## config.mk

```make
export PLATFORM = sky130hd
export DESIGN_NAME = alu_cmd_sequencer_flat
export DESIGN_NICKNAME = d
export VERILOG_FILES = /design/src/rtl/alu_cmd_sequencer_pkg.sv /design/src/rtl/alu_cmd_sequencer_if.sv /design/src/rtl/alu_cmd_sequencer_seq_timeout_cnt.sv /design/src/rtl/alu_cmd_sequencer.sv /design/src/flat_wrapper.sv
export SDC_FILE = /design/constraint.sdc
export NUM_CORES = 1
export LEC_CHECK = 0
export CAP_MARGIN = 20
export CORE_MARGIN = 4
export CORE_UTILIZATION = 50
export DETAILED_ROUTE_END_ITERATION = 7
export PLACE_DENSITY = 0.95
export SETUP_SLACK_MARGIN = 0.5
export SLEW_MARGIN = 20
export SYNTH_ARGS = -nofsm -noshare
export SYNTH_HDL_FRONTEND = slang
export SYNTH_SLANG_ARGS = --single-unit
```

## constraint.sdc

```tcl
create_clock -name CLK -period 4.82 [get_ports CLK]
set_clock_uncertainty 0.05 [all_clocks]
set_input_delay 0.723 -clock CLK [delete_from_list [all_inputs] [get_ports CLK]]
set_output_delay 0.723 -clock CLK [all_outputs]
set_load 0.01 [all_outputs]
```

## src/rtl/alu_cmd_sequencer_pkg.sv

```systemverilog
`default_nettype none
// ============================================================================
//  Module   : alu_cmd_sequencer_pkg
//  Purpose  : Shared types and default constants for the ALU command
//             sequencer: ALU opcode set, sequencer states, frame constants.
//  Revision : 1.0 - initial release
// ============================================================================
package alu_cmd_sequencer_pkg;

  // ALU function select. Codes 14 and 15 are unused and rejected by the
  // sequencer before they ever reach the ALU Enable.
  typedef enum logic [3:0] {
    OP_ADD   = 4'd0,
    OP_SUB   = 4'd1,
    OP_MUL   = 4'd2,
    OP_DIV   = 4'd3,
    OP_AND   = 4'd4,
    OP_OR    = 4'd5,
    OP_NAND  = 4'd6,
    OP_NOR   = 4'd7,
    OP_XOR   = 4'd8,
    OP_XNOR  = 4'd9,
    OP_CMPEQ = 4'd10,
    OP_CMPGT = 4'd11,
    OP_SHR   = 4'd12,
    OP_SHL   = 4'd13
  } opcode_t;

  // Frame collection, ALU handshake and response transmission states.
  typedef enum logic [2:0] {
    IDLE     = 3'd0,
    GET_A    = 3'd1,
    GET_B    = 3'd2,
    EXEC     = 3'd3,
    WAIT     = 3'd4,
    SEND_HI  = 3'd5,
    SEND_LO  = 3'd6,
    SEND_ERR = 3'd7
  } seq_state_t;

  localparam logic [3:0] CMD_TAG_DEFAULT        = 4'hA;
  localparam logic [7:0] ERR_CODE_DEFAULT       = 8'hEE;
  localparam int         NUM_OPS_DEFAULT        = 14;
  localparam int         TIMEOUT_CYCLES_DEFAULT = 16;

endpackage : alu_cmd_sequencer_pkg
`default_nettype wire

```

## src/rtl/alu_cmd_sequencer_if.sv

```systemverilog
`default_nettype none
// ============================================================================
//  Module   : alu_cmd_sequencer_if
//  Purpose  : Bundles the RX byte stream, ALU drive/return and TX byte
//             stream of the sequencer. master = sequencer, slave = its
//             environment (byte source, ALU, byte sink).
//  Revision : 1.0 - initial release
// ============================================================================
interface alu_cmd_sequencer_if #(
  parameter int DATA_WIDTH = 8
);
  import alu_cmd_sequencer_pkg::*;

  // RX byte stream
  logic [DATA_WIDTH-1:0]   RX_DATA;
  logic                    RX_VALID;
  logic                    RX_READY;
  // ALU drive and result
  logic                    ALU_EN;
  logic [DATA_WIDTH-1:0]   ALU_A;
  logic [DATA_WIDTH-1:0]   ALU_B;
  opcode_t                 ALU_FUN;
  logic [2*DATA_WIDTH-1:0] ALU_OUT;
  logic                    ALU_OUT_VALID;
  // TX byte stream
  logic [DATA_WIDTH-1:0]   TX_DATA;
  logic                    TX_VALID;
  logic                    TX_READY;

  modport master (
    input  RX_DATA, RX_VALID, ALU_OUT, ALU_OUT_VALID, TX_READY,
    output RX_READY, ALU_EN, ALU_A, ALU_B, ALU_FUN, TX_DATA, TX_VALID
  );

  modport slave (
    output RX_DATA, RX_VALID, ALU_OUT, ALU_OUT_VALID, TX_READY,
    input  RX_READY, ALU_EN, ALU_A, ALU_B, ALU_FUN, TX_DATA, TX_VALID
  );

endinterface : alu_cmd_sequencer_if
`default_nettype wire

```

## src/rtl/alu_cmd_sequencer_seq_timeout_cnt.sv

```systemverilog
`default_nettype none
// ============================================================================
//  Module   : alu_cmd_sequencer_seq_timeout_cnt
//  Purpose  : Clear/enable up-counter with a terminal-count flag that is
//             high while the count equals TERMINAL-1. Used to bound the
//             wait for the ALU result.
//  Revision : 1.0 - initial release
// ============================================================================
module alu_cmd_sequencer_seq_timeout_cnt #(
  parameter int TERMINAL = 16
) (
  input  wire logic clk_i,
  input  wire logic rst_ni,
  input  wire logic clr_i,
  input  wire logic en_i,
  output logic      tc_o
);

  localparam int CW = (TERMINAL > 2) ? $clog2(TERMINAL) : 1;

  logic [CW-1:0] cnt_q;
  logic [CW-1:0] cnt_d;

  // Clear has priority over counting.
  always_comb begin
    cnt_d = cnt_q;
    if (clr_i) begin
      cnt_d = '0;
    end else if (en_i) begin
      cnt_d = cnt_q + CW'(1);
    end
  end

  // Count register.
  always_ff @(posedge clk_i or negedge rst_ni) begin
    if (!rst_ni) begin
      cnt_q <= '0;
    end else begin
      cnt_q <= cnt_d;
    end
  end

  assign tc_o = (cnt_q == CW'(TERMINAL - 1));

endmodule : alu_cmd_sequencer_seq_timeout_cnt
`default_nettype wire

```

## src/rtl/alu_cmd_sequencer.sv

```systemverilog
`default_nettype none
// ============================================================================
//  Module   : alu_cmd_sequencer
//  Purpose  : Collects a command/A/B frame from the RX byte stream, fires a
//             single-cycle ALU Enable, waits (bounded) for the result and
//             returns it high byte first on the TX stream, or an error code.
//  Revision : 1.0 - initial release
// ============================================================================
module alu_cmd_sequencer
  import alu_cmd_sequencer_pkg::*;
#(
  parameter int                    DATA_WIDTH     = 8,
  parameter logic [3:0]            CMD_TAG        = CMD_TAG_DEFAULT,
  parameter int                    TIMEOUT_CYCLES = TIMEOUT_CYCLES_DEFAULT,
  parameter logic [DATA_WIDTH-1:0] ERR_CODE       = DATA_WIDTH'(ERR_CODE_DEFAULT),
  parameter int                    NUM_OPS        = NUM_OPS_DEFAULT
) (
  input  wire logic           CLK,
  input  wire logic           RST,
  alu_cmd_sequencer_if.master bus,
  output logic                BUSY,
  output logic                ERR
);

  seq_state_t                state_q, state_d;
  opcode_t                   fun_q, fun_d;
  logic [DATA_WIDTH-1:0]     a_q, a_d;
  logic [DATA_WIDTH-1:0]     b_q, b_d;
  logic [2*DATA_WIDTH-1:0]   res_q, res_d;
  logic [DATA_WIDTH-1:0]     tx_data_q, tx_data_d;

  logic w_rx_ready;
  logic w_rx_take;
  logic w_err;
  logic w_cnt_clr;
  logic w_cnt_en;
  logic w_timeout;

  // Bytes are only consumed while a frame is being collected.
  assign w_rx_ready = (state_q == IDLE) || (state_q == GET_A) || (state_q == GET_B);
  assign w_rx_take  = bus.RX_VALID && w_rx_ready;

  // Next-state, datapath loads and error/counter strobes.
  always_comb begin
    state_d   = state_q;
    fun_d     = fun_q;
    a_d       = a_q;
    b_d       = b_q;
    res_d     = res_q;
    tx_data_d = tx_data_q;
    w_err     = 1'b0;
    w_cnt_clr = 1'b0;
    w_cnt_en  = 1'b0;

    case (state_q)
      IDLE: begin
        if (w_rx_take) begin
          if (bus.RX_DATA[7:4] == CMD_TAG) begin
            fun_d   = opcode_t'(bus.RX_DATA[3:0]);
            state_d = GET_A;
          end else begin
            // Untagged byte is dropped without any reply.
            w_err = 1'b1;
          end
        end
      end
      GET_A: begin
        if (w_rx_take) begin
          a_d     = bus.RX_DATA;
          state_d = GET_B;
        end
      end
      GET_B: begin
        if (w_rx_take) begin
          b_d = bus.RX_DATA;
          if (int'(fun_q) < NUM_OPS) begin
            state_d = EXEC;
          end else begin
            w_err     = 1'b1;
            tx_data_d = ERR_CODE;
            state_d   = SEND_ERR;
          end
        end
      end
      EXEC: begin
        w_cnt_clr = 1'b1;
        state_d   = WAIT;
      end
      WAIT: begin
        if (bus.ALU_OUT_VALID) begin
          res_d     = bus.ALU_OUT;
          tx_data_d = bus.ALU_OUT[2*DATA_WIDTH-1:DATA_WIDTH];
          state_d   = SEND_HI;
        end else if (w_timeout) begin
          w_err     = 1'b1;
          tx_data_d = ERR_CODE;
          state_d   = SEND_ERR;
        end else begin
          w_cnt_en = 1'b1;
        end
      end
      SEND_HI: begin
        if (bus.TX_READY) begin
          tx_data_d = res_q[DATA_WIDTH-1:0];
          state_d   = SEND_LO;
        end
      end
      SEND_LO, SEND_ERR: begin
        if (bus.TX_READY) begin
          tx_data_d = '0;
          state_d   = IDLE;
        end
      end
      default: begin
        state_d = IDLE;
      end
    endcase
  end

  // State and datapath registers; reset abandons any frame in progress.
  always_ff @(posedge CLK or negedge RST) begin
    if (!RST) begin
      state_q   <= IDLE;
      fun_q     <= opcode_t'(4'd0);
      a_q       <= '0;
      b_q       <= '0;
      res_q     <= '0;
      tx_data_q <= '0;
    end else begin
      state_q   <= state_d;
      fun_q     <= fun_d;
      a_q       <= a_d;
      b_q       <= b_d;
      res_q     <= res_d;
      tx_data_q <= tx_data_d;
    end
  end

  alu_cmd_sequencer_seq_timeout_cnt #(
    .TERMINAL (TIMEOUT_CYCLES)
  ) u_timeout_cnt (
    .clk_i  (CLK),
    .rst_ni (RST),
    .clr_i  (w_cnt_clr),
    .en_i   (w_cnt_en),
    .tc_o   (w_timeout)
  );

  // All stream/ALU outputs come straight from registers or the state register.
  assign bus.RX_READY = w_rx_ready;
  assign bus.ALU_EN   = (state_q == EXEC);
  assign bus.ALU_A    = a_q;
  assign bus.ALU_B    = b_q;
  assign bus.ALU_FUN  = fun_q;
  assign bus.TX_VALID = (state_q == SEND_HI) || (state_q == SEND_LO) || (state_q == SEND_ERR);
  assign bus.TX_DATA  = tx_data_q;
  assign BUSY         = (state_q != IDLE);
  assign ERR          = w_err;

endmodule : alu_cmd_sequencer
`default_nettype wire
```

## src/flat_wrapper.sv

```systemverilog
// flat-port wrapper written by rule: the top's interface ports become plain ports
module alu_cmd_sequencer_flat import alu_cmd_sequencer_pkg::*;
#(
  parameter int                    DATA_WIDTH     = 8,
  parameter logic [3:0]            CMD_TAG        = CMD_TAG_DEFAULT,
  parameter int                    TIMEOUT_CYCLES = TIMEOUT_CYCLES_DEFAULT,
  parameter logic [DATA_WIDTH-1:0] ERR_CODE       = DATA_WIDTH'(ERR_CODE_DEFAULT),
  parameter int                    NUM_OPS        = NUM_OPS_DEFAULT
)
  (CLK, RST, BUSY, ERR, bus_RX_DATA, bus_RX_VALID, bus_ALU_OUT, bus_ALU_OUT_VALID, bus_TX_READY, bus_RX_READY, bus_ALU_EN, bus_ALU_A, bus_ALU_B, bus_ALU_FUN, bus_TX_DATA, bus_TX_VALID);
  alu_cmd_sequencer_if #(.DATA_WIDTH(DATA_WIDTH)) bus_i ();
  input  wire logic CLK;
  input  wire logic RST;
  output logic BUSY;
  output logic ERR;
  input wire logic [$bits(bus_i.RX_DATA)-1:0] bus_RX_DATA;
  input wire logic [$bits(bus_i.RX_VALID)-1:0] bus_RX_VALID;
  input wire logic [$bits(bus_i.ALU_OUT)-1:0] bus_ALU_OUT;
  input wire logic [$bits(bus_i.ALU_OUT_VALID)-1:0] bus_ALU_OUT_VALID;
  input wire logic [$bits(bus_i.TX_READY)-1:0] bus_TX_READY;
  output wire logic [$bits(bus_i.RX_READY)-1:0] bus_RX_READY;
  output wire logic [$bits(bus_i.ALU_EN)-1:0] bus_ALU_EN;
  output wire logic [$bits(bus_i.ALU_A)-1:0] bus_ALU_A;
  output wire logic [$bits(bus_i.ALU_B)-1:0] bus_ALU_B;
  output wire logic [$bits(bus_i.ALU_FUN)-1:0] bus_ALU_FUN;
  output wire logic [$bits(bus_i.TX_DATA)-1:0] bus_TX_DATA;
  output wire logic [$bits(bus_i.TX_VALID)-1:0] bus_TX_VALID;
  assign bus_i.RX_DATA = bus_RX_DATA;
  assign bus_i.RX_VALID = bus_RX_VALID;
  assign bus_i.ALU_OUT = bus_ALU_OUT;
  assign bus_i.ALU_OUT_VALID = bus_ALU_OUT_VALID;
  assign bus_i.TX_READY = bus_TX_READY;
  assign bus_RX_READY = bus_i.RX_READY;
  assign bus_ALU_EN = bus_i.ALU_EN;
  assign bus_ALU_A = bus_i.ALU_A;
  assign bus_ALU_B = bus_i.ALU_B;
  assign bus_ALU_FUN = bus_i.ALU_FUN;
  assign bus_TX_DATA = bus_i.TX_DATA;
  assign bus_TX_VALID = bus_i.TX_VALID;
  alu_cmd_sequencer #(.DATA_WIDTH(DATA_WIDTH), .CMD_TAG(CMD_TAG), .TIMEOUT_CYCLES(TIMEOUT_CYCLES), .ERR_CODE(ERR_CODE), .NUM_OPS(NUM_OPS)) u_core (.CLK(CLK), .RST(RST), .bus(bus_i), .BUSY(BUSY), .ERR(ERR));
endmodule
```

==> impl_metrics.yaml <==
setup_path:
  path_cells: "clkdlybuf4s50_1 > nor4bb_1 > o21ai_0 > a32o_1 > clkdlybuf4s50_1"
  cpPeakStageDelay_ns: 0.56
  cp_slowest_cell: "nor4bb_1"
  setup.worst_path.start_class: "primary input"
  cp-end-kind: "primary output"
  critPathKind: "primary input to primary output"
  crit_top_cell: "clkdlybuf4s50_1"
  cp.arrival_ns: 2.71
  crit_buf_inv: 2
  critPathTopFamily: "buffers and inverters"
  worstPathRequired_ns: 4.05
  cp_max_fo: 3
clock_network:
  clock_sinks: 43
  insertion_delay_ns: 0.30
  cts_setup_buffers: 0
  cts_tree: "done"
  clk_path_buf_depth: 2
  hold_buffers: 0
  ctsRootBufferMaster: "clkbuf_8"
  cts_made_buffers: 5
  htreeDepth: 2
  path_clk_slew_ns: 0.08
  ctsResizeCount: 0
layout:
  diodes: 0
  final_common_cell: "clkdlybuf4s50_1"
  nets: 243
  area_growth_pct: 36.1
  final_cell_mix: "clkdlybuf4s50_1, dfrtp_1, mux2_2, o21ai_0, o22ai_1"
  drive_gt1_share_pct: 24.8
  n_fill_cell: 267
logic_synthesis:
  syn-cell-area_sq_mm: 0.00198
  synth.distinct_cells: 36
  yosysWarnings: 0
  ys_seq_area_share_pct: 54.2
  synthTopCellsByArea: "dfrtp_1, mux2_2, mux2_4, o21ai_0, o22ai_1"
  netlist.area_leader.share_pct: 54.2
  yosysTopAreaCell: "dfrtp_1"
  synth_seq_cells: 43
  synthesis.nets: 182
  syn_area_per_cell_sq_um: 13.1
  synthCells: 152
placed_design:
  gp_congestion: 0.771
  port_buffers: 61
  hpwl_microns: 3400
  dp_slack_ns: 1.33
floorplan:
  io_pins: 62
  die_w_microns: 71
  start_util_pct: 53.0
  fp.dieH_microns: 71
  rows: 22
  core-area_sq_mm: 0.00374
  die_area_sq_mm: 0.00504
route:
  antenna_left: 0
  wl_met1_microns: 1800
  firstDrtPassIters: 4
  post_drt_wl_per_cell_microns: 17.3
  wl_met3_microns: 212
  drcViolationCount: 0
  avgViaCountPerCell: 5.48
  top_layer_used: "met4"
  routed_wl_microns: 4530
  drtIter0Drc: 134
  route.met2.wl_microns: 2390
  num_vias: 1435
global_routing:
  overflow: 0
  grt_pass1_wl_microns: 7390
  grt_pass1_vias: 1520
  grt_antenna_before_repair: 0
  grtUsageTotal_pct: 19.0
  grt_max_degree: 44
power_and_ir_drop:
  p_int_mw: 1.03
  swShare_pct: 33.4
  clock_power_share_pct: 14.3
  p_comb_share_pct: 44.3
  seq_power_share_pct: 41.4
  p_leak_nw: 1.13
  powerDensity_mw_per_mm2: 573
  peakVddDrop_mv: 0.413
  p_switching_mw: 0.517
  p_total_mw: 1.55
sta:
  setup-violations-final: 0
  fin_crit_ns: 3.48
  rsz0062_at_grt: "no"
  fin_ws_ns: 1.34
  slew_violations: 0
  max-slew-margin-rel_pct: 38.4
  hold_violations: 0
  min_period_over_period_pct: 72.2
  fin_tns_setup_ns: 0
  tightest_slew_ns: 0.924
  fmax_ghz: 0.287
flow_run:
  drv_cap: 0
min_path:
  hp-class: "flop to flop"
status:
  status: "complete, no violations"
Yosys cell counts:
cell type  number
buf_2           3
o22ai_1         6
and4b_1         1
or3_4           1
a21oi_1         4
mux2_2         33
o21ai_0        10
inv_2           1
xor2_1          2
or3b_4          1
buf_4           1
nor2_2          1
inv_1           4
a2bb2oi_1       1
nand3b_1        1
nand2_1         4
nand3_1         3
nor4bb_1        1
nor2_4          1
nor3_1          1
o21a_1          1
nor4b_4         1
dfrtp_1        43
a32o_1          3
a41oi_1         1
a22o_2          1
nand2b_1        2
clkbuf_1        3
ha_1            1
a21o_1          1
nor2_1          4
and3_1          4
nor2b_1         1
o211ai_1        1
nor4_4          1
mux2_4          4
worst paths after layout:
| check | from | to | slack [ns] | depth (start not counted) |
|---|---|---|---|---|
| setup / recovery | bus_RX_DATA[7] | ERR | 1.34 | 5 |
| hold / removal | u_core.bus.ALU_B[1]$_DFFE_PN0P_ | u_core.bus.ALU_B[1]$_DFFE_PN0P_ | 0.46 | 1 |
| setup reg to reg | u_core.state_q[1]$_DFFE_PN0P_ | u_core.bus.TX_DATA[2]$_DFFE_PN0P_ | 2.77 | 4 |
| hold reg to reg | u_core.bus.ALU_B[1]$_DFFE_PN0P_ | u_core.bus.ALU_B[1]$_DFFE_PN0P_ | 0.46 | 1 |
| max in group asynchronous | RST | u_core.u_timeout_cnt.cnt_q[3]$_DFFE_PN0P_ | 3.63 | 1 |
| min in group asynchronous | RST | u_core.res_q[5]$_DFFE_PN0P_ | 0.51 | 1 |
metal layers:
metal | track usage, % | vias up
met5 | 0 | -
li1 | - | 678
met2 | 32.5 | 42
met3 | 4.26 | 11
met1 | 22.9 | 704
met4 | 8.56 | 0
stage by stage:
stage | instance area, sq um | util [%] | hold WS (ns) | instances
6_report | 2700 | 72.2 | 0.460 | 262
5_1_grt | 2700 | 72.2 | 0.477 | 262
4_1_cts | 2700 | 72.2 | 0.463 | 262
3_5_place_dp | 2620 | 69.9 | 0.446 | 254
3_3_place_gp | 2620 | 69.9 | 0.440 | 254
2_1_floorplan | 1980 | - | 0.377 | 152
state kept, by name, indices dropped and copies added (netlist names):
name	cells
u_core.bus.ALU_A	8
u_core.bus.ALU_B	8
u_core.bus.ALU_FUN	4
u_core.bus.TX_DATA	8
u_core.res_q	8
u_core.state_q	3
u_core.u_timeout_cnt.cnt_q	4
cell type report:
cell class / count / area [sq um] / share of cell area, %
clock buffers: 6 / 72.6 / 2.69
well taps: 48 / 60.1 / 2.22
multi-input cells: 97 / 856 / 31.7
flip-flops and latches: 43 / 1080 / 39.8
inverters: 5 / 18.8 / 0.695
repair buffers: 61 / 606 / 22.4
clock inverters: 2 / 12.5 / 0.463
power groups by stage:
stage	Combinational, mW	Clock (mW)	Sequential (mW)
floorplan	0.357	0	0.640
global placement	0.671	0	0.637
detailed placement	0.689	0	0.642
CTS	0.692	0.225	0.639
global route	0.733	0.239	0.662
finish	0.685	0.221	0.641
kinds of logic (layout without fill, tap and decap cells):
group / count (synthesis) / after routing / share of synthesized area [%]
adders and majority gates: 1 / 1 / 0.630
and+or+nand+nor: 28 / 28 / 10.4
buffers and inverters: 12 / 74 / 2.65
xor gates and xnor gates: 2 / 2 / 0.883
AOI/OAI and AO/OA: 29 / 29 / 9.46
DFF: 43 / 43 / 54.2
muxes: 37 / 37 / 21.8
(Power assumes the default switching activity.)
